===== config.mk =====
export PLATFORM = sky130hd
export DESIGN_NAME = fetch_unit
export DESIGN_NICKNAME = d
export VERILOG_FILES = /design/src/rtl/fetch_unit.sv
export SDC_FILE = /design/constraint.sdc
export NUM_CORES = 1
export LEC_CHECK = 0
export ABC_AREA = 0
export BUFFER_PORTS_ARGS = -buffer_cell sky130_fd_sc_hd__buf_2
export CAP_MARGIN = 5
export CORE_AREA = 3 3 53 55
export DETAILED_ROUTE_END_ITERATION = 7
export DIE_AREA = 0 0 56 58
export PLACE_DENSITY_LB_ADDON = 0.25
export RECOVER_POWER = 100
export SKIP_LAST_GASP = 1
export SLEW_MARGIN = 20
export SYNTH_ARGS = -nofsm -noshare
export SYNTH_HDL_FRONTEND = slang
export SYNTH_SLANG_ARGS = --single-unit

===== constraint.sdc =====
create_clock -name clk -period 3.9 [get_ports clk]
set_clock_uncertainty 0.1 [all_clocks]
set_input_delay 0.78 -clock clk [delete_from_list [all_inputs] [get_ports clk]]
set_output_delay 0.78 -clock clk [all_outputs]
set_load 0.01 [all_outputs]

===== src/rtl/fetch_unit.sv =====
// Instruction-fetch stage: owns the PC, reads the program RAM and hands bytes to the decoder.
// Optional FETCH_TRACE_EN adds a saturating accepted-fetch counter (fetch_count).
module fetch_unit #(
  parameter int unsigned          ADDR_W      = 4,
  parameter int unsigned          DATA_W      = 8,
  parameter logic [DATA_W-1:0]    HALT_OPCODE = 8'hFF
) (
  input  logic              clk,
  input  logic              rst,
  input  logic              run,
  input  logic              jmp_valid,
  input  logic [ADDR_W-1:0] jmp_addr,
  output logic [ADDR_W-1:0] ram_addr,
  input  logic [DATA_W-1:0] ram_data,
  output logic [DATA_W-1:0] instr,
  output logic [ADDR_W-1:0] instr_pc,
  output logic              instr_valid,
  input  logic              instr_ready,
  output logic              halted
`ifdef FETCH_TRACE_EN
  ,
  output logic [7:0]        fetch_count
`endif
);

  typedef enum logic [1:0] {IDLE, FETCH, HOLD, HALT} state_t;

  state_t            state;
  logic [ADDR_W-1:0] pc;
  logic              capture;
  logic              is_halt;

  assign ram_addr = pc;
  assign is_halt  = (ram_data == HALT_OPCODE);
  // A capture happens when fetching, or when the held byte is taken and fetching continues.
  assign capture  = run && ((state == FETCH) || ((state == HOLD) && instr_ready));

  always_ff @(posedge clk) begin
    if (rst) begin
      state       <= IDLE;
      pc          <= '0;
      instr       <= '0;
      instr_pc    <= '0;
      instr_valid <= 1'b0;
      halted      <= 1'b0;
    end else if (jmp_valid) begin
      // Jump discards any pending instruction, even one being accepted this cycle.
      pc          <= jmp_addr;
      instr_valid <= 1'b0;
      halted      <= 1'b0;
      state       <= run ? FETCH : IDLE;
    end else begin
      case (state)
        IDLE:    if (run) state <= FETCH;
        FETCH:   if (!run) state <= IDLE;
        HOLD: begin
          if (instr_ready && !run) begin
            instr_valid <= 1'b0;
            state       <= IDLE;
          end
        end
        HALT:    state <= HALT;
        default: state <= IDLE;
      endcase
      if (capture) begin
        instr    <= ram_data;
        instr_pc <= pc;
        if (is_halt) begin
          instr_valid <= 1'b0;
          halted      <= 1'b1;
          state       <= HALT;
        end else begin
          instr_valid <= 1'b1;
          pc          <= pc + ADDR_W'(1);
          state       <= HOLD;
        end
      end
    end
  end

`ifdef FETCH_TRACE_EN
  // Counts accepted handshakes, saturating at all-ones.
  always_ff @(posedge clk) begin
    if (rst) begin
      fetch_count <= 8'h00;
    end else if (instr_valid && instr_ready && !jmp_valid && (fetch_count != 8'hFF)) begin
      fetch_count <= fetch_count + 8'd1;
    end
  end
`endif

endmodule


==> flow_summary.ini, run 1 <==
[outcome]
outcome = complete, no violations

[critical_path]
end_kind = register
timing.rr.end = state[0]
crit_type = reg -> reg
arrival_ns = 2.12
startpoint_type = register
crit_start = state[0]
reg2reg_slack_ns = 1.89
required_ns = 4.01
crit_fanout = 13
reg2reg_depth = 6
timing.rr.start = state[0]

[layout]
multi_input_area_sq_um = 483
final_common_cell = dfxtp_1
drive_gt1_frac = 0.194
regArea_sq_um = 400
syn_to_final_growth_pct = 19.7
antennaDiodeCount = 0
final_cell_mix = 20 x dfxtp_1, 18 x nor2_1, 18 x clkbuf_1
layout.nets = 152
fillerInstances = 279

[timing]
rsz0062_at_grt = no
setup_viol = 0
max_freq_ghz = 0.498
worst_pin_slew_ns = 0.744
fin_ws_ns = 1.89
finalCriticalPeriod_ns = 2.01
period_share = 0.515
maxSlewViolCount = 0
hold_viol = 0
finalSetupTns_ns = 0
slew-limit-headroom = 0.503

[routing]
drt_iter0_markers = 9
drc = 0
num_vias = 787
drtAntennaViolNets = 0
wl_per_cell_um = 12.2
drtPass1Iterations = 4
routed_via_density = 4.95
drt-total-wl_um = 1940

[global_route]
grt_pass1_wl_um = 3260
grtUsageTotal = 0.125
first_global_vias = 750
antenna_found_initial = 0
grt_max_degree = 22
overflow = 0

[synthesis]
ys_seq_area_frac = 0.427
yosysUniqueCellTypes = 28
synth-seq-cells = 20
syn_inst = 95
netlist_area_sq_um = 938
synth_warnings = 0
avgSynthCellArea_sq_um = 9.88
syn_nets = 117

[cts]
clk_latency_ns = 0.29
ctsHoldBuffers = 0
clk_pin_slew_ns = 0.11
cts_tree = built
cts_inserted_buffers = 3
cts_root_buf = clkbuf_4
ctsLongestPathBuffers = 2
cts_max_level = 1
clock_sinks = 20
cts_resized = 0
cts_setup_buffers = 0

[place]
gp_congestion = 0.746
port_buffers = 34
dp_hpwl_um = 1500
detailedPlace.worstSlack_ns = 1.61

[hold_path]
hold_path_depth = 2
hold_class = reg -> reg
hp-start = instr_valid
whs_endpoint = instr_valid

[power]
ir_drop_mv = 0.244
power.leakage_uw = 0.000435
powerDensity_nw_per_um2 = 355

[floorplan]
io_pins = 35
row_count = 18
die_area_sq_um = 3250
coreArea_sq_um = 2430
start_util = 0.386
die_y_um = 58
die_w_um = 56

[flow_run]
cap_violations = 0
==> critical path, stage by stage, from the launching register on <==
cell and delay, ns:
dfxtp_1 0.36, inv_1 0.10, ha_1 0.22, a21oi_1 0.14
nor3_4 0.59, o21ai_0 0.20, a211oi_1 0.22
==> cell families (layout without fill, tap and decap cells) <==
kind of cell / count (synthesis) / after routing / synth area share
fa+ha+maj: 5 / 5 / 0.0667
mux: 14 / 14 / 0.151
flops: 20 / 20 / 0.427
xor+xnor: 2 / 2 / 0.0187
buf+inv: 9 / 43 / 0.0453
simple gates: 30 / 30 / 0.156
compound gates: 15 / 15 / 0.136
==> sequential cells by signal, indices dropped and copies added (netlist names) <==
name         flops
instr_pc         4
instr_valid      1
ram_addr         4
instr            8
state            2
halted           1
==> metrics by stage <==
stage | power [uW] | instance area (sq um) | cells | utilization | hold slack [ns]
4_1_cts | 410 | 1160 | 159 | 0.476 | 0.395
3_5_place_dp | 291 | 1120 | 155 | 0.461 | 0.374
5_1_grt | 422 | 1120 | 159 | 0.462 | 0.424
6_report | 398 | 1120 | 159 | 0.462 | 0.390
2_1_floorplan | 267 | 938 | 95 | - | 0.400
3_3_place_gp | 290 | 1120 | 155 | 0.461 | 0.374
==> where the power goes <==
part / leakage, uW / total (uW) / internal [uW] / switching [uW]
registers: 0.000163 / 221 / 213 / 7.93
logic: 0.000251 / 61.7 / 26.1 / 35.6
clock network: 0.0000210 / 116 / 56.8 / 59.2
total: 0.000435 / 398 / 296 / 103
==> area by class of cell <==
cell class	instances	area share
Clock buffer	4	0.0323
Sequential cell	20	0.356
Tap cell	30	0.0334
Multi-Input combinational cell	66	0.430
Timing Repair Buffer	34	0.131
Inverter	5	0.0167
==> per-layer routing <==
metal  routed length (um)  global-route usage
met4                   12              0.0508
met1                  892               0.154
met5                    0                   0
met3                  109              0.0334
met2                  926               0.209
==> how the worst max path moves through the flow <==
stage | endpoint | cells after the start
floorplan | ram_addr[3] | 4
global placement | state[0] | 5
detailed placement | state[0] | 5
CTS | state[0] | 6
global route | state[0] | 6
finish | state[0] | 6
==> cell usage after synthesis <==
library cell	instances	area, sq um
nor4_1	1	6.26
buf_6	1	11.3
o21ai_0	2	10.0
nand3_1	2	10.0
clkbuf_1	2	7.51
nand4_1	2	12.5
nand2_1	2	7.51
mux2_2	1	11.3
buf_2	1	5.00
a211oi_1	5	37.5
a21oi_1	2	10.0
o2111ai_1	1	8.76
mux2i_1	13	130
xor2_1	2	17.5
o41ai_1	1	8.76
a32oi_2	1	16.3
nor3_1	2	10.0
a21o_2	1	8.76
dfxtp_1	20	400
o211ai_2	1	12.5
nor3_4	1	16.3
nor2_1	18	67.6
or4b_1	1	10.0
or3_1	1	6.26
inv_2	1	3.75
a311oi_2	1	15.0
ha_1	5	62.6
inv_1	4	15.0
(Power assumes the default switching activity.)
==> run 2, diff against run 1 <==
==> constraint.sdc (replaced) <==
create_clock -name clk -period 1.63 [get_ports clk]
set_clock_uncertainty 0.1 [all_clocks]
set_input_delay 0.326 -clock clk [delete_from_list [all_inputs] [get_ports clk]]
set_output_delay 0.326 -clock clk [all_outputs]
set_load 0.01 [all_outputs]
==> run 2 against run 1 <==
Compared with the run above:
- the flow now finishes with violations (setup timing)
- sequential share of layout area fell by 7.3 points
- wire length increased by 24%
- count of clock-buffer cells in the layout decreased by 1
- sequential cell count is the same
- fmax rose by 18%
- hold slack worse by 0.23 ns
- register-to-register slack worse by 2.0 ns
- die area unchanged
- combinational power grew to 4.1 times the previous value
- global-route usage increased by 2.3 points
- non-clock buffer count is 18 higher
- worst setup slack lost 2.0 ns
- critical path type unchanged
==> flow_summary.ini, run 2 (synthesis gave the netlist of run 1 again) <==
[timing]
max_freq_ghz = 0.588
rsz0062_at_grt = yes
period_share = 1.04
setup_viol = 2
finalCriticalPeriod_ns = 1.70
worst_pin_slew_ns = 0.272
maxSlewViolCount = 0
slew-limit-headroom = 0.817
hold_viol = 0
fin_ws_ns = -0.0717

[power]
ir_drop_mv = 0.613
p_seq_frac = 0.448
switching_power_uw = 301
fin_total_pwr_uw = 1190
switching_share = 0.253
p_int_uw = 886
clock_power_share = 0.339
p_comb_frac = 0.212
power.leakage_uw = 0.000570
powerDensity_nw_per_um2 = 824

[hold_path]
hold_class = in -> reg
hp-start = ram_data[2]

[routing]
met1_length_um = 1040
num_vias = 875
routed_via_density = 4.94
routed-wl-met3_um = 77
drtAntennaViolNets = 0
drt_iter0_markers = 6
drc = 0
dr.max_layer_used = met4
wl_met2_um = 1270
wl_per_cell_um = 13.6
drtPass1Iterations = 4
drt-total-wl_um = 2410

[cts]
clk_pin_slew_ns = 0.12
cts_inserted_buffers = 3
clock_sinks = 20
clk_latency_ns = 0.30
cts_max_level = 1
ctsLongestPathBuffers = 2
ctsHoldBuffers = 0
cts_root_buf = clkbuf_4
cts_tree = built

[floorplan]
row_count = 18
die_area_sq_um = 3250
die_w_um = 56
coreArea_sq_um = 2430
die_y_um = 58
io_pins = 35
start_util = 0.386

[layout]
antennaDiodeCount = 0
syn_to_final_growth_pct = 53.5
drive_gt1_frac = 0.415
largest_register_ff_count = 8
utilization = 0.592
layout.nets = 170
regMostFlops = instr
final_cell_mix = 18 x nor2_1, 18 x dfxtp_1, 18 x clkbuf_1
design_area_sq_um = 1440

[place]
placed_area_sq_um = 1230
gp_congestion = 0.776
dp_hpwl_um = 1660
port_buffers = 34
detailedPlace.worstSlack_ns = -0.294

[flow_run]
cap_violations = 0

[global_route]
grtUsageTotal = 0.149
antenna_found_initial = 0
first_global_vias = 866
grt_pass1_wl_um = 3800
grt_max_degree = 21
overflow = 0

[critical_path]
required_ns = 1.73
max_stage_delay_ns = 0.49
timing.rr.start = state[0]
crit_start = state[0]
critPathSlowestCell = or4b_4
arrival_ns = 1.80
startpoint_type = register
critPathBufInv = 2
crit_fanout = 3
end_kind = register
crit_type = reg -> reg
crit_path_cell_trace = inv_4 -> ha_4 -> buf_6 -> a32oi_4 -> or4b_4 -> o41ai_2
cp_top_family = simple AND/OR/NAND/NOR gates

[outcome]
outcome = finished with violations
violations = setup timing
## run 2: changes by cell type in the layout (fill, tap and decap cells not counted), moves of 3 or more
cell   change
buf_4     +13
buf_6      +4
ha_1       -3
ha_4       +3
## run 2: per-layer routing
layer	GRT usage	up-vias
met3	0.0200	2
met4	0.0610	0
met5	0	-
met2	0.259	15
li1	-	449
met1	0.186	409
## run 2: cell type report
class | instances | area [sq um]
fillers | 238 | 992
multi-input cells | 66 | 608
flip-flops and latches | 20 | 408
repair buffers | 52 | 310
well taps | 30 | 37.5
clock inverters | 1 | 30.0
inverters | 5 | 23.8
clock buffers | 3 | 22.5
## run 2: through the flow
step	TNS (ns)	cells	hold WS [ns]
after global placement	-2.27	168	0.372
final	-0.0774	177	0.164
after CTS	-0.0817	176	0.155
after floorplan	0	95	0.373
after global routing	-0.713	177	0.180
after detailed placement	-3.42	168	0.377
## run 2: what timing repair did
| item | in CTS | in global routing |
|---|---|---|
| pin swaps | 3 | 7 |
| hold endpoints to repair | 0 | 0 |
| buffers inserted | 4 | 1 |
| setup endpoints to repair | 18 | 17 |
| gates cloned | 0 | 0 |
| gates resized for setup | 19 | 12 |
## run 2: path summary, 6_finish.rpt
kind	to	slack, ns	cells after the start
setup / recovery	state[1]	-0.07	6
hold / removal	instr[2]	0.16	3
hold reg to reg	instr_valid	0.39	2
setup reg to reg	state[1]	-0.07	6
## run 2: power groups by stage
stage	Combinational, uW	Clock, uW	Sequential [uW]
floorplan	98.7	0	543
global placement	189	0	537
detailed placement	192	0	538
CTS	228	416	530
global route	274	427	536
finish	252	403	532
## run 2: worst min-delay path: stages
cell	delay, ns
buf_2	0.09
mux2i_1	0.06
nor2_1	0.07
==> run 3, diff against run 2 <==
--- a/config.mk
+++ b/config.mk
@@ -8,9 +8,9 @@
 export ABC_AREA = 0
 export BUFFER_PORTS_ARGS = -buffer_cell sky130_fd_sc_hd__buf_2
 export CAP_MARGIN = 5
-export CORE_AREA = 3 3 53 55
+export CORE_AREA = 2 2 52 54
 export DETAILED_ROUTE_END_ITERATION = 7
-export DIE_AREA = 0 0 56 58
+export DIE_AREA = 0 0 54 56
 export PLACE_DENSITY_LB_ADDON = 0.25
 export RECOVER_POWER = 100
 export SKIP_LAST_GASP = 1
@@ -18,3 +18,4 @@
 export SYNTH_ARGS = -nofsm -noshare
 export SYNTH_HDL_FRONTEND = slang
 export SYNTH_SLANG_ARGS = --single-unit
+export TNS_END_PERCENT = 100
==> constraint.sdc (replaced) <==
create_clock -name clk -period 1.6 [get_ports clk]
set_clock_uncertainty 0.1 [all_clocks]
set_input_delay 0.32 -clock clk [delete_from_list [all_inputs] [get_ports clk]]
set_output_delay 0.32 -clock clk [all_outputs]
set_load 0.01 [all_outputs]
==> run 3 against run 2 <==
Compared with the run above:
- sequential share of layout area increased by 2.5 points
- critical endpoint unchanged
- critical path depth did not move
- the flow still finishes with violations (setup timing)
- sequential cell count is the same
==> flow_summary.ini, run 3 (synthesis gave the netlist of run 1 again) <==
[timing]
slew-limit-headroom = 0.823
max_freq_ghz = 0.622
maxSlewViolCount = 0
finalCriticalPeriod_ns = 1.61
rsz0062_at_grt = yes
worst_pin_slew_ns = 0.265
period_share = 1.01
setup_viol = 1
fin_ws_ns = -0.00825
hold_viol = 0

[floorplan]
io_pins = 35
coreArea_sq_um = 2430
row_count = 18
start_util = 0.386
die_area_sq_um = 3020
die_w_um = 54
die_y_um = 56

[place]
detailedPlace.worstSlack_ns = -0.0953
port_buffers = 34
gp_congestion = 0.772
dp_hpwl_um = 1640

[global_route]
grt_pass1_wl_um = 3660
grt_max_degree = 21
overflow = 0
antenna_found_initial = 0
grtUsageTotal = 0.163
first_global_vias = 853

[routing]
routed_via_density = 5.06
num_vias = 871
wl_per_cell_um = 12.9
drc = 0
met1_length_um = 935
drtPass1Iterations = 4
drt_iter0_markers = 6
drt-total-wl_um = 2210
drtAntennaViolNets = 0
wl_met2_um = 1140
dr.max_layer_used = met4
routed-wl-met3_um = 97

[critical_path]
max_stage_delay_ns = 0.44
crit_path_cell_trace = inv_4 -> ha_4 -> nand2_2 -> a32oi_2 -> or4b_1 -> o41ai_1
end_kind = register
reg2reg_depth = 6
required_ns = 1.70
crit_type = reg -> reg
critPathSlowestCell = or4b_1
startpoint_type = register
crit_fanout = 3
arrival_ns = 1.71

[layout]
largest_register_ff_count = 8
utilization = 0.544
regMostFlops = instr
antennaDiodeCount = 0
fillerInstances = 236
syn_to_final_growth_pct = 40.9
drive_gt1_frac = 0.359
final_cell_mix = 18 x nor2_1, 18 x dfxtp_1, 17 x buf_2, 17 x clkbuf_1, 13 x mux2i_1
layout.nets = 165

[cts]
clock_sinks = 20
cts_tree = built
ctsLongestPathBuffers = 2
cts_max_level = 1
cts_inserted_buffers = 3
ctsHoldBuffers = 0
clk_pin_slew_ns = 0.12
cts_root_buf = clkbuf_4
clk_latency_ns = 0.30

[hold_path]
hold_path_depth = 3
hold_class = in -> reg

[flow_run]
cap_violations = 0

[power]
ir_drop_mv = 0.533
powerDensity_nw_per_um2 = 794
power.leakage_uw = 0.000518

[outcome]
outcome = finished with violations
violations = setup timing
[run 3: what timing repair did]
item | CTS | global route
hold endpoints to repair | 0 | 0
pin swaps | 3 | 4
setup endpoints to repair | 17 | 10
gates resized for setup | 9 | 7
setup buffers | 0 | 1
[run 3: layout make-up]
class                   instances  area [sq um]  share of cell area
clock buffers                   4          36.3              0.0274
inverters                       5          23.8              0.0180
multi-input cells              66           554               0.419
flip-flops and latches         20           408               0.308
well taps                      30          37.5              0.0284
repair buffers                 47           263               0.199
[run 3: path summary, 6_finish.rpt]
kind	slack, ns	startpoint	end
worst max register to register	-0.008	state[1]	state[1]
worst min register to register	0.39	instr_valid	instr_valid
worst min-delay path	0.16	ram_data[6]	instr[6]
worst max-delay path	-0.008	state[1]	state[1]
[run 3: worst max-delay path: cells and delay by family, from the launching register on]
kind	cells	cell delay, ns
simple gates	2	0.51
fa+ha+maj	1	0.15
buf+inv	1	0.07
compound gates	2	0.30
flops	1	0.38
[run 3: where the power goes]
group | switching (uW) | internal, uW
sequential | 22.6 | 518
clock | 159 | 139
combinational | 107 | 105
[run 3: routing by layer]
metal,global-route usage,up-vias
met5,0,-
met4,0.0857,0
met3,0.0296,4
met2,0.284,19
met1,0.180,414
li1,-,434
[run 3: per-stage QoR]
step | hold slack [ns] | power (uW) | cell area [sq um] | std cells | setup TNS, ns
floorplan | 0.367 | 657 | 956 | 95 | -0.00575
global placement | 0.368 | 742 | 1240 | 167 | -0.0263
detailed placement | 0.374 | 747 | 1240 | 167 | -0.281
CTS | 0.157 | 1050 | 1310 | 171 | 0
global route | 0.168 | 1100 | 1320 | 172 | -0.983
finish | 0.163 | 1050 | 1320 | 172 | -0.00825
